==> config.mk <==
export PLATFORM = sky130hd
export DESIGN_NAME = scan_frame_port
export DESIGN_NICKNAME = d
export VERILOG_FILES = /design/src/rtl/dtop_pkg.sv /design/src/rtl/sc_shift_reg.sv /design/src/rtl/scan_frame_port.sv
export SDC_FILE = /design/constraint.sdc
export NUM_CORES = 1
export LEC_CHECK = 0
export BUFFER_PORTS_ARGS = -buffer_cell sky130_fd_sc_hd__buf_2
export CELL_PAD_IN_SITES_DETAIL_PLACEMENT = 0
export CELL_PAD_IN_SITES_GLOBAL_PLACEMENT = 1
export CORE_MARGIN = 2
export CORE_UTILIZATION = 37
export CTS_CLUSTER_DIAMETER = 40
export DETAILED_ROUTE_END_ITERATION = 6
export PLACE_DENSITY = 0.79
export SLEW_MARGIN = 15
export SYNTH_ARGS = -nofsm -noshare
export SYNTH_HDL_FRONTEND = slang
export SYNTH_SLANG_ARGS = --single-unit
==> constraint.sdc <==
create_clock -name clk -period 1.3 [get_ports clk]
set_input_delay 0.26 -clock clk [delete_from_list [all_inputs] [get_ports clk]]
set_output_delay 0.26 -clock clk [all_outputs]
set_load 0.01 [all_outputs]
==> src/rtl/dtop_pkg.sv <==
// Shared constants, state encoding and parity helper for the scan frame port.
// SCAN_FRAME_PARITY_EN adds one even-parity bit to each frame.
package dtop_pkg;

  localparam int SC_BUS_SIZE    = 37;
  localparam int CNTRL_BUS_SIZE = 8;
  localparam int FRAME_LEN      = SC_BUS_SIZE + CNTRL_BUS_SIZE;

`ifdef SCAN_FRAME_PARITY_EN
  localparam int PAR_BITS = 1;
`else
  localparam int PAR_BITS = 0;
`endif

  typedef enum logic [2:0] {
    IDLE,
    SHIFT_IN,
    APPLY,
    CAPTURE,
    SHIFT_OUT
  } state_t;

  // Bit that makes the zero-padded vector's parity even (frames fit in 64 bits).
  function automatic logic even_par(input logic [63:0] v);
    return ^v;
  endfunction

endpackage

==> src/rtl/sc_shift_reg.sv <==
// Right-shifting register: serial in at the MSB, parallel load, parallel out.
// The serial output is q[0]; load takes priority over shift.
module sc_shift_reg #(
  parameter int W = 8
) (
  input  logic         clk,
  input  logic         rst,
  input  logic         load,
  input  logic [W-1:0] load_dat,
  input  logic         shift_en,
  input  logic         sin,
  output logic [W-1:0] q
);

  always_ff @(posedge clk) begin
    if (rst) begin
      q <= '0;
    end else if (load) begin
      q <= load_dat;
    end else if (shift_en) begin
      q <= {sin, q[W-1:1]};
    end
  end

endmodule

==> src/rtl/scan_frame_port.sv <==
// Serial <-> parallel port for the scramble datapath (optional parity: SCAN_FRAME_PARITY_EN).
// Latency: last si at edge N -> scin_o/cntrl_o at N+1, scout_i captured and so_vld at N+2.
// Backpressure: si_vld=0 stalls input; so_rdy=0 holds so/so_vld until the sink accepts.
module scan_frame_port
  import dtop_pkg::*;
#(
  parameter int scBusSize    = SC_BUS_SIZE,
  parameter int cntrlBusSize = CNTRL_BUS_SIZE
) (
  input  logic                    clk,
  input  logic                    rst,
  input  logic                    start,
  input  logic                    si,
  input  logic                    si_vld,
  output logic [scBusSize-1:0]    scin_o,
  output logic [cntrlBusSize-1:0] cntrl_o,
  input  logic [scBusSize-1:0]    scout_i,
  output logic                    so,
  output logic                    so_vld,
  input  logic                    so_rdy,
  output logic                    busy,
  output logic                    done,
  output logic                    err
);

  localparam int FLEN = cntrlBusSize + scBusSize;
  localparam int ILEN = FLEN + PAR_BITS;
  localparam int OLEN = scBusSize + PAR_BITS;
  localparam int CW   = $clog2(ILEN + 1);
  localparam logic [CW-1:0] ILAST = CW'(ILEN - 1);
  localparam logic [CW-1:0] OLAST = CW'(OLEN - 1);

  state_t          state, nxt;
  logic [CW-1:0]   cnt;
  logic [ILEN-1:0] in_q;
  logic [OLEN-1:0] out_q, out_load;
  logic            in_shift, out_shift, out_ld, apply_en;
  logic            in_last, out_last, par_bad, start_acc;

  assign start_acc = (state == IDLE) && start;
  assign in_last   = in_shift && (cnt == ILAST);
  assign out_last  = out_shift && (cnt == OLAST);

`ifdef SCAN_FRAME_PARITY_EN
  // Judged on the final bit as it arrives, so a bad frame never reaches APPLY.
  assign par_bad  = even_par(64'({si, in_q[ILEN-1:1]}));
  assign out_load = {even_par(64'(scout_i)), scout_i};
`else
  assign par_bad  = 1'b0;
  assign out_load = scout_i;
`endif

  always_ff @(posedge clk) begin
    if (rst) begin
      state <= IDLE;
    end else begin
      state <= nxt;
    end
  end

  always_comb begin
    nxt = state;
    case (state)
      IDLE:      if (start) nxt = SHIFT_IN;
      SHIFT_IN:  if (in_last) nxt = par_bad ? IDLE : APPLY;
      APPLY:     nxt = CAPTURE;
      CAPTURE:   nxt = SHIFT_OUT;
      SHIFT_OUT: if (out_last) nxt = IDLE;
      default:   nxt = IDLE;
    endcase
  end

  always_comb begin
    busy      = (state != IDLE);
    so_vld    = (state == SHIFT_OUT);
    in_shift  = (state == SHIFT_IN) && si_vld;
    apply_en  = (state == APPLY);
    out_ld    = (state == CAPTURE);
    out_shift = (state == SHIFT_OUT) && so_rdy;
  end

  always_ff @(posedge clk) begin
    if (rst) begin
      cnt     <= '0;
      scin_o  <= '0;
      cntrl_o <= '0;
      done    <= 1'b0;
    end else begin
      done <= out_last;
      if (start_acc || out_ld) begin
        cnt <= '0;
      end else if (in_shift || out_shift) begin
        cnt <= cnt + CW'(1);
      end
      if (apply_en) begin
        {scin_o, cntrl_o} <= in_q[FLEN-1:0];
      end
    end
  end

`ifdef SCAN_FRAME_PARITY_EN
  always_ff @(posedge clk) begin
    if (rst) begin
      err <= 1'b0;
    end else if (start_acc) begin
      err <= 1'b0;
    end else if (in_last && par_bad) begin
      err <= 1'b1;
    end
  end
`else
  assign err = 1'b0;
`endif

  sc_shift_reg #(.W(ILEN)) u_in_sr (
    .clk      (clk),
    .rst      (rst),
    .load     (1'b0),
    .load_dat ({ILEN{1'b0}}),
    .shift_en (in_shift),
    .sin      (si),
    .q        (in_q)
  );

  sc_shift_reg #(.W(OLEN)) u_out_sr (
    .clk      (clk),
    .rst      (rst),
    .load     (out_ld),
    .load_dat (out_load),
    .shift_en (out_shift),
    .sin      (1'b0),
    .q        (out_q)
  );

  assign so = out_q[0];

endmodule
---- After elaboration in Yosys (flattened, before gate mapping) ----
Cells that the tools add are included.
Widths: inputs -> output; s select.
word-level totals
  register bits ........................... 137
  output and inout port bits .............. 50
  word-level logic and storage cells ...... 35
operators by class
  multiplexer cells ....................... 6
  add/sub/neg operators ................... 1
  eq/ne operators ......................... 9
  reduce and logical (&&, ||, !) cells .... 12
operators with widths
  kind                 number
  $mux 37              2
  $pmux 3 s5           1
  $eq 6x6->1 const B   2
  $mux 3               3
  $add 6x1->6 const B  1
  $eq 3x2->1 const B   2
  $logic_and 1x1->1    5
  $ne 2x2->1 const B   2
  $eq 3x1->1 const B   1
  $eq 3x3->1 const B   1
  $logic_not 3->1      1
  $reduce_and 3->1     1
  $reduce_bool 3->1    1
  $logic_or 1x1->1     2
  $ne 2x1->1 const B   1
  $reduce_bool 2->1    1
  $reduce_or 2->1      1

---- Depth between registers and ports, before layout ----
Gate-level depths: netlist (run 1).
  word-level depth ........................ 5
  depth in mapped cells ................... 7
  depth with buffers taken out ............ 5

---- By module ----
A second synthesis (run 1) with hierarchy kept.
second synthesis, totals
  cells, all modules ...................... 636
  area, all modules ....................... 6132.1 µm²
by module, submodules not included
  module                   cells each  times used  area each (µm²)  sequential area each (µm²)
  scan_frame_port          272         1           2259.7           1101.1
  sc_shift_reg (u_in_sr)   200         1           2119.5           900.9
  sc_shift_reg (u_out_sr)  164         1           1752.9           740.7

---- Least setup slack after synthesis (run 1) ----
Ideal clock, no wire load.
  kind .................................... flip-flop to flip-flop
  from .................................... reg state[1]
  to ...................................... reg cntrl_o[5]
  setup slack ............................. -74 ps
  cell stages (with the launch flop) ...... 7
  arrival ................................. 1231 ps
  clock period less this slack ............ 1374 ps
  buffers on the path ..................... 3
  path through ............................ dfxtp_1 > buf_6 > or3b_1 > buf_4 > buf_6 > nand2_2 > a21oi_2
between the ends
  word-level cells in the longest chain between the ends .. 1
RTL lines
  element                 RTL line               text
  from (decl)             scan_frame_port.sv:33  state_t state, nxt;
  from (signal assigned)  scan_frame_port.sv:57  state <= nxt;
  $eq 3x2->1              scan_frame_port.sv:77  apply_en = (state == APPLY);
  to (signal assigned)    scan_frame_port.sv:96  {scin_o, cntrl_o} <= in_q[FLEN-1:0];
  to (decl)               scan_frame_port.sv:16  output logic [cntrlBusSize-1:0] cntrl_o,
No other way between the ends.
A chain may end at the register's enable or synchronous reset.

---- Worst setup path after layout (run 1) ----
  from .................................... reg state[2]
  to ...................................... reg scin_o[12]
between the ends
  word-level cells in the longest chain between the ends .. 1
RTL lines
  element               RTL line               text
  $eq 3x2->1            scan_frame_port.sv:77
  to (signal assigned)  scan_frame_port.sv:96
  to (decl)             scan_frame_port.sv:15  output logic [scBusSize-1:0] scin_o,
No other way between the ends.

==> results of run 1 <==
## power groups by stage
stage / combinational, µW / sequential, µW / clock, µW
after global placement: 279 / 4300 / 0
after detailed placement: 283 / 4310 / 0
after CTS: 562 / 4210 / 4930
final: 626 / 4210 / 4900
after global routing: 650 / 4210 / 5120
after floorplan: 175 / 4300 / 0
## per-stage QoR
step	power (µW)	instances	setup slack [ns]
5_1_grt	9979	1025	-0.4054
2_1_floorplan	4476	671	-0.05368
4_1_cts	9699	1022	-0.3605
3_3_place_gp	4583	917	-0.1706
6_report	9738	1025	-0.3683
3_5_place_dp	4588	917	-0.1890
## layer usage
metal	track usage, %	part of all wire, %	wire [µm]	up-vias
li1	-	-	-	2584
met1	26.40	42	7750	2659
met2	37.19	52	9566	162
met3	5.607	4.3	806	38
met4	8.533	2.4	447	0
met5	0	0	0	-
## cell type report
class                           instances  area share, %
Clock buffer                           22          5.154
Clock inverter                         10          1.252
Inverter                                3         0.1199
Multi-Input combinational cell        472          38.55
Sequential cell                       137          29.32
Tap cell                              184          2.451
Timing Repair Buffer                  197          23.16
## cell families after synthesis
| family | synth area share (%) |
|---|---|
| and+or+nand+nor | 25.49 |
| AOI/OAI and AO/OA | 16.28 |
| DFF | 49.85 |
| buffers and inverters | 7.119 |
| muxes | 0.7278 |
| adders and majority gates | 0.4548 |
| other | 0.06816 |
## what timing repair did
item                       CTS  global route
setup endpoints to repair  137           138
pin swaps                  128            80
cloned                      32             2
gates resized for setup    224           207
setup buffers               43            26
## worst min path at each step
stage               startpoint       endpoint  slack [ns]  cells after the start
floorplan               so_rdy       state[2]        0.37                      1
global placement    scin_o[36]     scin_o[36]        0.44                      2
detailed placement  cntrl_o[0]     cntrl_o[0]        0.44                      2
CTS                         si  u_in_sr.q[44]        0.07                      3
global route                si  u_in_sr.q[44]        0.08                      3
finish                      si  u_in_sr.q[44]        0.08                      3
## synth_stat cells (all sizes together)
cell     instances  area (µm²)
nand2          252       996.0
dfxtp          137        2743
a21oi           93       503.0
nor2            40       150.1
buf             38       297.8
a311oi          37       324.1
clkbuf          22       82.58
nand3            8       40.04
nand4b           5       43.79
nor3b            5       48.80
mux2i            4       40.04
o21ai            4       20.01
inv              3       11.26
nand3b           3       22.52
and4bb           2       25.02
ha               2       25.02
nand2b           2       12.51
nand4bb          2       22.52
o2111ai          2       17.52
a211o            1       8.760
a211oi           1       7.510
conb             1       3.750
nand4            1       6.260
nor2b            1       6.260
o21bai           1       7.510
o31ai            1       7.510
or3              1       6.260
or3b             1       8.760
or4b             1       13.76
## state kept, by name (all words and copies together) (netlist names)
signal and flops:
scin_o 37, cntrl_o 8, u_in_sr.q 45, u_out_sr.q 37, done 1, state 3
cnt 6
## tightest hold or removal path, cell delays in order
cell     delay [ns]
buf_2          0.10
nand2_2        0.05
a21oi_2        0.04
==> results by stage, run 1 <==
Run status:
- The flow ran to the end, but the final reports show violations.
- The final reports fail on setup timing.

Critical path:
- For the worst flop-to-flop path, the logic depth is 7.
- The most critical setup path has its endpoint at scin_o[12].
- The startpoint type of the worst setup path is a flip-flop.
- The maximum net fanout on the critical path is 7.
- The start point of the critical path is state[2].
- The setup slack on the worst flop-to-flop path is -0.37 ns.
- The endpoint kind of the worst setup timing path is a flip-flop.
- Counting stages on the worst path, the most repeated cell is buf_6.
- The worst register-to-register path ends at scin_o[12].
- At the worst endpoint, the arrival time is 1.96 ns.
- The critical path is of the flip-flop to flip-flop type.
- The delay of the slowest cell on the worst path is 0.50 ns.
- For the worst setup path, the data required time is 1.60 ns.
- Grouping stages by cell kind, the critical path spends the most delay in simple AND/OR/NAND/NOR gates.
- The slowest stage cell on the critical path is or3b_4.
- Counting buffers and inverters, the worst setup path is 7 cells deep.
- The signal on the critical path passes through buf_6 -> buf_6 -> or3b_4 -> buf_12 -> buf_16 -> nand2_2 -> a21oi_2.
- The total buffers and inverters traversed by the critical path is 4.
- The critical register-to-register path startpoint is state[2].

Die:
- The width of the die is 125.9 µm.
- The initial core utilization is a little under two fifths.
- The number of primary I/O pins is 93.
- The placeable core region is ~15,000 µm².
- The floorplan die height is about 130 µm.
- The floorplan step defined a die boundary enclosing 15,860 µm².
- After floorplanning, the core was divided into 44 placement rows.

Drt:
- Dividing the detail-routed via count by the number of cells gives approximately 5.3.
- In the final routed layout, each cell accounts on average for 18.12 µm.
- The number of detailed-route iterations in the first pass is 4.
- The first routing iteration left 370 violations.
- The DRC violation count after routing is 0.
- After detailed routing, the total wire length is 18,570 µm.
- In this run the remaining antenna-violating nets after routing total 0.
- The total via count in the routed design is 5,443.

Power:
- Combinational logic burns under 10% of the power.
- The largest voltage drop on the vdd net is 0.9209 mV.
- The clock network is responsible for 50.4% of the overall power.
- The internal portion of the total power is 7513 µW.
- The leakage power summed over all cells is ~0.0037 µW.
- Dividing total power by cell area gives a power density of 1037 nW/µm².
- In this run switching power makes up a little under a quarter of total power.
- The fraction of power consumed by sequential logic is 43.2%.
- In this run the power spent charging and discharging nets is 2225 µW.

Timing:
- The final-layout worst hold slack is 0.08081 ns.
- The count of final hold-check violations is 0.
- The maximum clock frequency is 0.5994 GHz.
- Setup repair after global routing could not meet its margin everywhere.
- The final critical-path setup slack is -0.3683 ns.
- In the finished design, the share of the clock period the worst path needs comes to 128.3%.
- The minimum period implied by the final worst setup slack is 1.668 ns.
- For the final database, setup skew stands at 0.009029 ns.
- Setup violations remaining at the end of the flow were counted as 137.
- After routing, the total negative slack on setup checks comes to -33.17 ns.
- The number of slew-limit violations in the final report came to 0.

GRT:
- The number of global-route vias before repair is 5,468.
- The global-route congestion overflow total is 0.
- Across every metal layer, demand over resource in global routing totals 21.82%.
- The number of antenna violations at the first check in global routing was 0.
- Entering global routing, the biggest net connects 64 pins.
- The first global-routing pass estimated 27,780 µm of wire.

Clock network:
- The clock-pin transition on the worst setup and hold timing paths is 0.06 ns.
- The deepest clock path buffer count is 2.
- The TritonCTS clock tree is built.
- The clock latency on the worst-skew pair is roughly 0.42 ns.
- The clock net sink count is 137.
- The CTS buffer count is 17.
- The total of hold buffers inserted after clock tree synthesis is 0.
- The CTS H-tree depth is 4.
- In this run the clock root is driven by a clkbuf_16.

Yosys:
- The post-synthesis register bit count is around 140.
- The post-synthesis cell type count is 35.
- The mapped netlist covers 5502 µm².
- The sequential-to-total area share from yosys stat is 49.85%.
- In this run the mean area of a mapped cell was 8.199 µm².
- The count of synthesis-stage warnings from yosys is 0.
- The post-synthesis net count is between 700 and 800.
- The gate count of the mapped netlist is 671.

Placed design:
- The routability congestion estimate from global placement is between 0.7 and 0.8.
- The placed instances occupy a cell area of 6180 µm².
- The count of port buffers added during placement is 91.
- The HPWL reported at the end of detailed placement is 7745 µm.

Layout:
- The share of cells above drive strength 1 is roughly 60%.
- After routing the design area is 9394 µm².
- For this run, the post-layout net count is 873.
- The sequential cell area is between 2000 and 3000 µm².
- The multi-input combinational cells in the finished layout cover a total of roughly 3600 µm².
- The filler cells instantiated in the layout total between 1,000 and 1,500.
- The repair_antennas step left the layout with diodes totalling 0.
- Leaving out fill and tap cells, the most frequent cells in the layout are 134 x dfxtp_1, 105 x nand2_1, 88 x buf_2.
- Leaving out fill and tap cells, the most frequent cell in the layout is dfxtp_1.
- The area growth from synthesis to layout is 70.75%.
- The share of the core filled with cells in the final layout is 64.63%.

Min path:
- The type of the worst min-delay path is input port to flip-flop.

Job:
- The max-cap violation count is 0.
(Power assumes the default switching activity.)
==> run 2, diff against run 1 <==
--- a/config.mk
+++ b/config.mk
@@ -12,6 +12,7 @@
 export CORE_UTILIZATION = 37
 export CTS_CLUSTER_DIAMETER = 40
 export DETAILED_ROUTE_END_ITERATION = 6
+export MAX_ROUTING_LAYER = met4
 export PLACE_DENSITY = 0.79
 export SLEW_MARGIN = 15
 export SYNTH_ARGS = -nofsm -noshare
==> run 2 against run 1 <==
Effect of this change:
- the run still ends with setup timing left
- cell count unchanged
- sequential share of layout area unchanged
- die area unchanged
- combinational power about the same
- clock-buffer cell count unchanged
- critical path depth unchanged
- via count up 0.77%
- sequential power about the same
- global-route usage up 0.65 points
- total power about the same
- fmax about the same
- wire length down 0.24%
- critical path type unchanged
- critical endpoint unchanged
- largest cell class unchanged
- highest routed layer unchanged
==> results by stage, run 2 (synthesis results as in run 1) <==
Placed design:
- The count of port buffers added during placement is 91.
- The area after detailed placement is around 6200 µm².
- The worst setup slack before clock tree synthesis is -0.1890 ns.
- The HPWL reported at the end of detailed placement is slightly below 8000 µm.
- The routability congestion estimate from global placement is 0.7483.

Drt:
- The total via count in the routed design is 5,485.
- The first routing iteration left 389 violations.
- The via-per-instance ratio is 5.351.
- The DRC violation count after routing is 0.
- The first detailed-routing pass took 5 iterations.
- The remaining number of nets flagged by the antenna check after routing is 0.
- The total wire length is roughly 19,000 µm.
- The average routed wire per standard cell is 18.07 µm.

GRT:
- The total global-route track usage is 22.48%.
- The met1 usage is 26.53%.
- The number of antenna violations at the first check in global routing came to 0.
- Entering global routing, the biggest net connects between 60 and 70 pins.
- For this run, global-route usage on met2 was measured as 37.13%.
- The number of global-route vias before repair came to 5,481.
- Global routing consumed, on the met3 layer, 5.438% of the routing resources.
- The global-route congestion overflow total is 0.
- met2 is the most crowded layer.
- The global-route wire length before repair is 27,770 µm.

Power:
- The leakage power summed over all cells is 0.003710 µW.
- The largest voltage drop on the vdd net is 0.9270 mV.
- Per report_power, the clock group accounts for 50.4% of the total.
- The combinational group share of total power is 6.4%.
- In this run the power spent charging and discharging nets is approximately 2200 µW.
- Sequential cells burn roughly 43% of the power.
- The switching part of the total is between 20% and 30%.
- The power per cell area is 1037 nW/µm².
- The internal power contribution is 7513 µW.

Critical path:
- For this run, the slowest stage of the critical path takes 0.50 ns.
- The start point of the critical path is state[2].
- STA classifies the critical path endpoint as a flip-flop.
- For the worst setup path, the data required time is 1.60 ns.
- The worst register-to-register path begins at state[2].
- The worst register-to-register path has a depth of 7.
- The setup check on the worst reg-to-reg path leaves a slack of -0.37 ns.
- The critical setup path kind is flip-flop to flip-flop.
- Data on the critical path arrives at its endpoint at 1.97 ns.
- The maximum net fanout on the critical path is 7.
- The worst setup path is launched from a flip-flop.
- The critical path goes through buf_6 -> buf_6 -> or3b_4 -> buf_12 -> buf_16 -> nand2_2 -> a21oi_2.
- The most numerous cell type found on the critical path is buf_6.
- Among all stages on the critical path, the largest delay is contributed by or3b_4.
- The capture instance of the worst register-to-register path is scin_o[12].

Layout:
- Relative to the synthesized area, the layout overhead comes to 70.75%.
- The area of the multi-input gates is 3621 µm².
- The share of cells above drive strength 1 is 59.93%.
- The library cells used most frequently in the layout, excluding fill and tap cells, are 134 x dfxtp_1, 105 x nand2_1, 88 x buf_2.
- The post-route standard cell area excluding fillers is 9394 µm².
- The net count of the finished layout is 873.
- The flip-flop count of the largest register after layout is 45.
- The largest registers in the layout are u_in_sr.q (45), scin_o (37), u_out_sr.q (37).
- More flip-flops sit in one register than any other, and that register is u_in_sr.q.
- The number of fillers in the final layout is between 1,000 and 1,500.
- 0 antenna diodes ended up in the layout.
- Leaving out fill and tap cells, the most frequent cell in the layout is dfxtp_1.
- The sequential cell area is 2754 µm².

Die:
- In this run the vertical extent of the chip is 125.9 µm.
- The floorplan step set the die width to roughly 130 µm.
- The standard-cell row count is 44.
- The die covers 15,860 µm².
- 93 I/O pins were placed.
- Once the floorplan was initialized, standard cells occupied a little under two fifths of the core.
- The region available for standard cell placement spans 14,530 µm².

Clock network:
- The number of hold buffers added after CTS was 0.
- Clock-pin slew was measured on the worst setup and hold paths at 0.06 ns.
- Clock tree synthesis inserted a total of 17 buffers.
- The CTS H-tree depth is 4.
- In this run the clock root is driven by a clkbuf_16.
- The clock passes through at most 2 buffers.
- The TritonCTS clock tree is built.
- For the worst-skew pair, the clock arrives at the later sink with an insertion delay of 0.42 ns.
- Clock tree synthesis found a total of 137 sinks.

Min path:
- In this run the most critical hold path is launched from si.
- The destination of the worst hold path is u_in_sr.q[44].
- In this run the worst hold path is classified as input port to flip-flop.
- The instance count along the most critical hold path is 3.

Timing:
- Setup repair after global routing could not meet its margin everywhere.
- The number of slew-limit violations in the final report is 0.
- Of the available clock period, the critical path in the final layout requires 128.4%.
- The maximum clock frequency is around 0.60 GHz.
- The final-layout worst hold slack is 0.07916 ns.
- Setup violations remaining at the end of the flow were counted as 137.
- Setup slack on the critical path of the routed design comes to -0.3689 ns.
- The clock arrives with 0.006738 ns of skew.
- The count of final hold-check violations is 0.
- The minimum period implied by the final worst setup slack is ~1.7 ns.

Job:
- The max-cap violation count is 0.

Run status:
- The final reports fail on setup timing.
- The run finished, with violations left.
-- run 2: layer usage --
| layer | share of wire, % | vias to the layer above |
|---|---|---|
| li1 | - | 2586 |
| met1 | 40 | 2667 |
| met2 | 52 | 178 |
| met3 | 4.9 | 54 |
| met4 | 3.0 | 0 |
| met5 | 0 | - |
-- run 2: cell type report --
class	count	share of cell area [%]
Multi-Input combinational cell	472	38.55
Sequential cell	137	29.32
Timing Repair Buffer	197	23.16
Clock buffer	22	5.154
Tap cell	184	2.451
Clock inverter	10	1.252
Inverter	3	0.1199
-- run 2: repair_timing --
item	4_1_cts	5_1_grt
setup endpoints to repair	137	138
pin swaps	128	80
buffers inserted	43	26
cloned	32	2
gates resized for setup	224	207
-- run 2: how the worst max path moves through the flow --
stage                 end  slack [ns]
2_1_floorplan      cnt[3]       -0.05
3_3_place_gp       cnt[0]       -0.17
3_5_place_dp       cnt[0]       -0.19
4_1_cts              busy       -0.36
5_1_grt        scin_o[12]       -0.41
6_report       scin_o[12]       -0.37
-- run 2: power by group through the flow --
stage | combinational (µW) | clock [µW] | sequential [µW]
CTS | 562 | 4930 | 4210
detailed placement | 283 | 0 | 4310
finish | 625 | 4910 | 4210
global route | 650 | 5120 | 4210
global placement | 279 | 0 | 4300
floorplan | 175 | 0 | 4300
-- run 2: critical path: cells and delay by family, from the launching register on --
| family | cells | cell delay (ns) |
|---|---|---|
| flip-flops | 1 | 0.35 |
| buffers and inverters | 4 | 0.55 |
| AND/OR/NAND/NOR | 2 | 0.57 |
| AO/OA/AOI/OAI | 1 | 0.06 |
-- run 2: metrics by stage --
step	TNS (ns)	power [µW]	cells	utilization, %
after floorplan	-1.221	4476	671	-
after global placement	-9.422	4583	917	42.52
after detailed placement	-14.66	4588	917	42.52
after CTS	-32.15	9699	1022	60.78
after global routing	-37.98	9980	1025	64.63
final	-32.99	9742	1025	64.63
